[src/rtl/ram_rd_pkg.sv]
// Shared types for the RAM stream reader: FSM state encoding and the
// buffered read entry. Entry widths follow the 1024x32 RAM IP.
package ram_rd_pkg;

  localparam int PKG_ADDR_W = 10;
  localparam int PKG_DATA_W = 32;
  localparam int ERR_W      = 16;

  typedef enum logic [1:0] {
    ST_IDLE  = 2'd0,
    ST_ISSUE = 2'd1,
    ST_DRAIN = 2'd2
  } rd_state_e;

  typedef struct packed {
    logic [PKG_DATA_W-1:0] data;
    logic [PKG_ADDR_W-1:0] addr;
    logic                  last;
  } rd_entry_t;

endpackage

[src/rtl/ram_rd_fifo.sv]
// Synchronous FIFO of read entries (data, address tag, last flag) that
// decouples RAM read returns from the output stream.
module ram_rd_fifo
  import ram_rd_pkg::*;
#(
  parameter int DEPTH = 4
) (
  input  logic                         clk,
  input  logic                         rst_n,
  input  logic                         push,
  input  rd_entry_t                    wdata,
  input  logic                         pop,
  output rd_entry_t                    rdata,
  output logic                         full,
  output logic                         empty,
  output logic [$clog2(DEPTH+1)-1:0]   count
);

  localparam int CNT_W = $clog2(DEPTH + 1);
  localparam int PTR_W = (DEPTH > 1) ? $clog2(DEPTH) : 1;

  rd_entry_t          mem [DEPTH];
  logic [PTR_W-1:0]   wr_ptr;
  logic [PTR_W-1:0]   rd_ptr;
  logic               do_push;
  logic               do_pop;

  function automatic logic [PTR_W-1:0] next_ptr(input logic [PTR_W-1:0] p);
    return (p == PTR_W'(DEPTH - 1)) ? '0 : p + PTR_W'(1);
  endfunction

  assign empty   = (count == '0);
  assign full    = (count == CNT_W'(DEPTH));
  assign do_pop  = pop && !empty;
  // A full FIFO still accepts a push when the head leaves in the same cycle.
  assign do_push = push && (!full || do_pop);
  assign rdata   = mem[rd_ptr];

  // NOTE: sequential state is updated with non-blocking assignments (<=) so
  // every register samples pre-edge values regardless of statement order.
  always_ff @(posedge clk or negedge rst_n) begin
    if (!rst_n) begin
      wr_ptr <= '0;
      rd_ptr <= '0;
      count  <= '0;
    end else begin
      if (do_push) wr_ptr <= next_ptr(wr_ptr);
      if (do_pop)  rd_ptr <= next_ptr(rd_ptr);
      case ({do_push, do_pop})
        2'b10:   count <= count + CNT_W'(1);
        2'b01:   count <= count - CNT_W'(1);
        default: count <= count;
      endcase
    end
  end

  // NOTE: the storage array has no reset; emptiness is tracked by the
  // pointers and count, so stale contents are never observed.
  always_ff @(posedge clk) begin
    if (do_push) mem[wr_ptr] <= wdata;
  end

  a_no_overflow : assert property (@(posedge clk) disable iff (!rst_n)
    !(push && full && !pop));

endmodule

[src/rtl/ram_stream_reader.sv]
// Sequential read master for one RAM port: issues credit-limited reads,
// buffers returns, streams them out with a last marker and optional data==address check.
module ram_stream_reader
  import ram_rd_pkg::*;
#(
  parameter int ADDR_W     = PKG_ADDR_W,
  parameter int DATA_W     = PKG_DATA_W,
  parameter int RD_LAT     = 1,
  parameter int FIFO_DEPTH = 4
) (
  input  logic              clk,
  input  logic              rst_n,
  input  logic              start,
  input  logic [ADDR_W-1:0] base_addr,
  input  logic [ADDR_W:0]   len,
  input  logic              chk_en,
  output logic              ram_en,
  output logic              ram_we,
  output logic [ADDR_W-1:0] ram_addr,
  input  logic [DATA_W-1:0] ram_dout,
  output logic              m_valid,
  input  logic              m_ready,
  output logic [DATA_W-1:0] m_data,
  output logic              m_last,
  output logic              busy,
  output logic              done,
  output logic [ERR_W-1:0]  err_cnt
);

  localparam int CNT_W = $clog2(FIFO_DEPTH + 1);

  rd_state_e         state;
  logic [ADDR_W-1:0] cur_addr;
  logic [ADDR_W:0]   remain;
  logic              chk_q;

  logic [RD_LAT-1:0] vld_sr;
  logic [ADDR_W-1:0] addr_sr [RD_LAT];
  logic              last_sr [RD_LAT];

  logic [CNT_W-1:0]  inflight;
  logic [CNT_W-1:0]  fifo_count;
  logic              fifo_full;
  logic              fifo_empty;
  rd_entry_t         push_entry;
  rd_entry_t         head;

  logic              credit;
  logic              start_cmd;
  logic              issue;
  logic              issue_last;
  logic              pop;
  logic              cmd_end;

  // NOTE: every always_comb output gets a default before any conditional
  // logic so no path leaves it unassigned (which would infer a latch).
  always_comb begin
    inflight = '0;
    for (int i = 0; i < RD_LAT; i++) inflight = inflight + CNT_W'(vld_sr[i]);
  end

  // Every in-flight read already owns a FIFO slot, so returns never overflow.
  assign credit     = ({1'b0, inflight} + {1'b0, fifo_count}) < (CNT_W + 1)'(FIFO_DEPTH);
  // The first read goes out in the start cycle itself to reach RD_LAT+1 latency.
  assign start_cmd  = (state == ST_IDLE) && start && (len != '0);
  assign issue      = start_cmd || ((state == ST_ISSUE) && credit);
  assign issue_last = start_cmd ? (len == (ADDR_W + 1)'(1)) : (remain == (ADDR_W + 1)'(1));

  assign ram_en   = issue;
  assign ram_we   = 1'b0;
  assign ram_addr = start_cmd ? base_addr : cur_addr;

  assign m_valid = !fifo_empty;
  assign m_data  = fifo_empty ? '0 : head.data;
  assign m_last  = !fifo_empty && head.last;
  assign pop     = m_valid && m_ready;
  assign cmd_end = pop && head.last && (inflight == '0);

  always_comb begin
    push_entry      = '0;
    push_entry.data = ram_dout;
    push_entry.addr = addr_sr[RD_LAT-1];
    push_entry.last = last_sr[RD_LAT-1];
  end

  always_ff @(posedge clk or negedge rst_n) begin
    if (!rst_n) begin
      vld_sr <= '0;
    end else begin
      for (int i = RD_LAT - 1; i > 0; i--) vld_sr[i] <= vld_sr[i-1];
      vld_sr[0] <= issue;
    end
  end

  always_ff @(posedge clk) begin
    for (int i = RD_LAT - 1; i > 0; i--) begin
      addr_sr[i] <= addr_sr[i-1];
      last_sr[i] <= last_sr[i-1];
    end
    addr_sr[0] <= ram_addr;
    last_sr[0] <= issue_last;
  end

  always_ff @(posedge clk or negedge rst_n) begin
    if (!rst_n) begin
      state    <= ST_IDLE;
      cur_addr <= '0;
      remain   <= '0;
      chk_q    <= 1'b0;
      busy     <= 1'b0;
      done     <= 1'b0;
      err_cnt  <= '0;
    end else begin
      done <= 1'b0;
      if (pop && chk_q && (m_data != DATA_W'(head.addr)) && (err_cnt != '1))
        err_cnt <= err_cnt + ERR_W'(1);

      case (state)
        ST_IDLE: begin
          if (start) begin
            err_cnt <= '0;
            if (len == '0) begin
              done <= 1'b1;
            end else begin
              chk_q    <= chk_en;
              busy     <= 1'b1;
              cur_addr <= base_addr + ADDR_W'(1);
              remain   <= len - (ADDR_W + 1)'(1);
              state    <= (len == (ADDR_W + 1)'(1)) ? ST_DRAIN : ST_ISSUE;
            end
          end
        end
        ST_ISSUE: begin
          if (issue) begin
            cur_addr <= cur_addr + ADDR_W'(1);
            remain   <= remain - (ADDR_W + 1)'(1);
            if (remain == (ADDR_W + 1)'(1)) state <= ST_DRAIN;
          end
        end
        ST_DRAIN: begin
          if (cmd_end) begin
            state <= ST_IDLE;
            busy  <= 1'b0;
            done  <= 1'b1;
          end
        end
        default: state <= ST_IDLE;
      endcase
    end
  end

  ram_rd_fifo #(
    .DEPTH (FIFO_DEPTH)
  ) u_fifo (
    .clk   (clk),
    .rst_n (rst_n),
    .push  (vld_sr[RD_LAT-1]),
    .wdata (push_entry),
    .pop   (pop),
    .rdata (head),
    .full  (fifo_full),
    .empty (fifo_empty),
    .count (fifo_count)
  );

endmodule

[config.mk]
export PLATFORM = sky130hd
export DESIGN_NAME = ram_stream_reader
export DESIGN_NICKNAME = d
export VERILOG_FILES = /design/src/rtl/ram_rd_pkg.sv /design/src/rtl/ram_rd_fifo.sv /design/src/rtl/ram_stream_reader.sv
export SDC_FILE = /design/constraint.sdc
export NUM_CORES = 1
export LEC_CHECK = 0
export CAP_MARGIN = 20
export CORE_AREA = 2 2 139 141
export DETAILED_ROUTE_END_ITERATION = 7
export DIE_AREA = 0 0 141 143
export PLACE_DENSITY_LB_ADDON = 0.2
export REMOVE_ABC_BUFFERS = 1
export SLEW_MARGIN = 20
export SYNTH_ARGS = -nofsm -noshare
export SYNTH_HDL_FRONTEND = slang
export SYNTH_SLANG_ARGS = --single-unit
[constraint.sdc]
create_clock -name clk -period 4.2 [get_ports clk]
set_clock_uncertainty 0.1 [all_clocks]
set_input_delay 0.84 -clock clk [delete_from_list [all_inputs] [get_ports clk]]
set_output_delay 0.84 -clock clk [all_outputs]
set_load 0.01 [all_outputs]
==> impl_metrics.py <==
metrics = {
    "clocking": {
        "numClockSinks": 233,
        "hold_buffers": 0,
        "postCtsSetupRepairBufs": 0,
        "cts_made_buffers": 24,
        "clk_path_buf_depth": 3,
        "cts-root-buf": "clkbuf_16",
        "cts_max_level": 1,
        "clock_latency_ns": 0.50,
        "clk_pin_slew_worst_paths_ns": 0.06,
        "tritoncts": "yes",
    },
    "placed_design": {
        "port_buffers": 120,
        "hpwl_um": 15000,
        "dp.cells": 1100,
        "place_ws_ns": -0.0963,
        "gp_congestion": 0.871,
        "placed_area_um2": 12000,
    },
    "sta": {
        "final-hold-violation-count": 0,
        "rsz0062_at_grt": "false",
        "setup_viol_count_final": 0,
        "slew_violations": 0,
        "relSlewSlack_pct": 44.3,
        "holdWs_ns": 0.330,
        "fin_ws_ns": 0.151,
        "worst_slew_pin_slew_ns": 0.836,
        "period_minus_slack_ns": 4.05,
        "tns_ns": 0,
        "min_period_over_period_pct": 96.4,
        "fmax_mhz": 247,
    },
    "worst_setup_path": {
        "arrival_ns": 3.11,
        "cp_common_cell": "clkdlybuf4s50_1",
        "crit_chain": "clkdlybuf4s50_1 -> or4_4 -> nor4_2 -> buf_4 -> a21oi_2 -> o21ai_1 -> clkdlybuf4s50_1",
        "path_max_fanout": 6,
        "critPathRequiredTime_ns": 3.26,
        "cpLargestDelayFamily": "buffers and inverters",
        "critPathKind": "input pin to output pin",
        "crit_path_end_kind": "output pin",
        "cp_num_buf_inv": 3,
        "start_kind": "input pin",
        "crit_slowest_cell": "or4_4",
        "max_stage_delay_ns": 0.56,
    },
    "power_and_ir_drop": {
        "cell_internal_pwr_mw": 6.22,
        "clockPowerShare_pct": 23.8,
        "power.density_nw_per_um2": 724,
        "pwr-share-seq_pct": 38.1,
        "switchingPower_mw": 3.04,
        "switching_share_pct": 32.8,
        "p_comb_share_pct": 38.2,
        "leakagePower_nw": 4.66,
        "peakVddDrop_mv": 0.336,
    },
    "logic_synthesis": {
        "synth_cells": 746,
        "syn_avg_cell_area_um2": 13.9,
        "synth_edf_count": 172,
        "ys_warn_count": 0,
        "synth_ff_type": "edfxtp_1",
        "yosysUniqueCellTypes": 62,
        "syn_area_um2": 10400,
        "synth_seq_cells": 233,
        "async_flop_share_pct": 21.5,
        "synth-seq-area-share_pct": 64.1,
    },
    "cells_and_area": {
        "area.growth.synth_to_final_pct": 23.6,
        "fillers": 1254,
        "stdcell_count": 1142,
        "stdcell_area_um2": 12800,
        "insertedDiodeCount": 0,
        "nets": 964,
        "drive_gt1_share_pct": 14.9,
    },
    "detailed_routing": {
        "drt_iter0_drc": 471,
        "wl_per_cell_um": 19.9,
        "drc": 0,
        "drt_wl_total_um": 22700,
        "via_per_inst": 6.01,
        "dr.pass1.iters": 5,
        "postRouteAntennaNets": 0,
        "vias": 6864,
    },
    "global_routing": {
        "grt_pass1_vias": 6987,
        "grt_max_degree": 44,
        "grtUsageTotal_pct": 22.9,
        "grt_pass1_wl_um": 36400,
        "antenna_found_initial": 0,
        "grt-ovfl-total": 0,
    },
    "worst_hold_path": {
        "hp-class": "input pin to async pin",
    },
    "die": {
        "fp.dieW_um": 141,
        "ios": 122,
        "start_util_pct": 55.7,
        "fp.dieH_um": 143,
        "core_um2": 18600,
        "die-area_um2": 20200,
        "row_count": 50,
    },
    "outcome": {
        "status": "complete, no violations",
    },
    "run": {
        "drv_cap": 0,
    },
}
-- stage by stage --
stage | total power, mW | utilization, %
floorplan | 5.53 | -
global placement | 6.99 | 64.3
detailed placement | 7.13 | 64.3
CTS | 9.33 | 68.8
global route | 9.77 | 68.9
finish | 9.27 | 68.9
-- sequential cells by signal, indices dropped and copies added, names as in the netlist --
signal	flops
vld_sr	1
last_sr	1
err_cnt	16
addr_sr	10
chk_q	1
done	1
cur_addr	10
u_fifo.count	3
remain	11
u_fifo.wr_ptr	2
state	2
u_fifo.mem	172
busy	1
u_fifo.rd_ptr	2
-- worst paths after layout --
| check | cells past startpoint | slack [ns] | end | start |
|---|---|---|---|---|
| max in group asynchronous | 2 | 2.92 | err_cnt[14] | rst_n |
| setup / recovery | 7 | 0.15 | ram_addr[2] | len[7] |
| hold / removal | 1 | 0.33 | remain[8] | rst_n |
| setup reg to reg | 9 | 0.69 | err_cnt[7] | u_fifo.rd_ptr[0] |
| hold reg to reg | 2 | 0.38 | busy | busy |
| min in group clk | 2 | 0.38 | busy | busy |
-- cell type report --
type | count | area (µm²) | share of cell area [%]
timing repair buffer | 156 | 1500 | 11.7
multi-input combinational | 458 | 3470 | 27.1
clock buffer | 29 | 661 | 5.16
sequential | 233 | 6640 | 51.9
inverter | 19 | 71.3 | 0.557
tap | 234 | 293 | 2.29
clock inverter | 13 | 166 | 1.30
-- cell families (layout without fill, tap and decap cells) --
logic type / after synthesis / in the layout / share of synthesized area (%)
other: 1 / 1 / 0.0362
buffers and inverters: 55 / 217 / 2.57
XOR/XNOR: 14 / 14 / 1.18
AND/OR/NAND/NOR: 252 / 252 / 12.5
flip-flops: 233 / 233 / 64.1
adder cells (fa/ha/maj): 14 / 14 / 1.76
AO/OA/AOI/OAI: 126 / 126 / 7.72
multiplexers: 51 / 51 / 10.1
-- layout by cell type, fill, tap and decap left out, types with 10 or more instances in the layout --
master	netlist	layout
nand3_1	18	18
a21oi_1	35	34
ha_1	13	13
mux4_2	43	43
and3_1	10	10
nor3_1	18	18
edfxtp_1	172	172
xor2_1	10	10
inv_1	18	18
nor2_1	40	40
clkdlybuf4s50_1	0	110
dfxtp_1	11	11
buf_4	4	34
clkbuf_16	0	25
and2_1	35	31
dfrtp_1	50	48
nand2_1	71	71
o21ai_0	31	30
-- cell usage after synthesis, drive strengths merged, types with 4 or more instances --
cell type / number / share of area [%]
edfxtp: 172 / 50
nand2: 71 / 2.6
dfrtp: 50 / 12
mux4: 43 / 9.4
nor2: 40 / 1.4
a21oi: 36 / 1.8
and2: 35 / 2.1
o21ai: 33 / 1.6
clkbuf: 20 / 0.72
inv: 19 / 0.69
nand3: 18 / 0.87
nor3: 18 / 0.87
buf: 16 / 1.2
ha: 13 / 1.6
dfxtp: 11 / 2.1
nor4: 11 / 0.72
and3: 10 / 0.60
xor2: 10 / 0.85
nand2b: 9 / 0.54
or4: 8 / 0.58
nand4: 7 / 0.42
or3: 7 / 0.42
a22oi: 6 / 0.43
mux2i: 6 / 0.58
nor2b: 6 / 0.36
o31ai: 6 / 0.43
o31a: 5 / 0.42
a211oi: 4 / 0.29
a31oi: 4 / 0.24
o211ai: 4 / 0.29
o21a: 4 / 0.29
xnor2: 4 / 0.34
-- power by group through the flow --
| stage | Sequential (mW) | Clock, mW | Combinational (mW) |
|---|---|---|---|
| final | 3.53 | 2.20 | 3.54 |
| after global routing | 3.60 | 2.34 | 3.83 |
| after CTS | 3.53 | 2.24 | 3.56 |
| after global placement | 3.53 | 0 | 3.46 |
| after floorplan | 3.54 | 0 | 2.00 |
| after detailed placement | 3.57 | 0 | 3.56 |
-- what timing repair did --
item / 4_1_cts / 5_1_grt
resized for setup: 8 / 5
setup endpoints to repair: 10 / 6
pin swaps: 0 / 0
-- routing by layer --
| layer | track usage [%] | wire [µm] | share of wire (%) | up-vias |
|---|---|---|---|---|
| met5 | 0 | 0 | 0 | - |
| met4 | 5.68 | 447 | 2.0 | 0 |
| met3 | 3.22 | 1270 | 5.6 | 45 |
| met2 | 40.8 | 11500 | 51 | 236 |
| met1 | 29.9 | 9480 | 42 | 3425 |
| li1 | - | - | - | 3158 |
No activity file was read; power rests on OpenSTA's default activity.
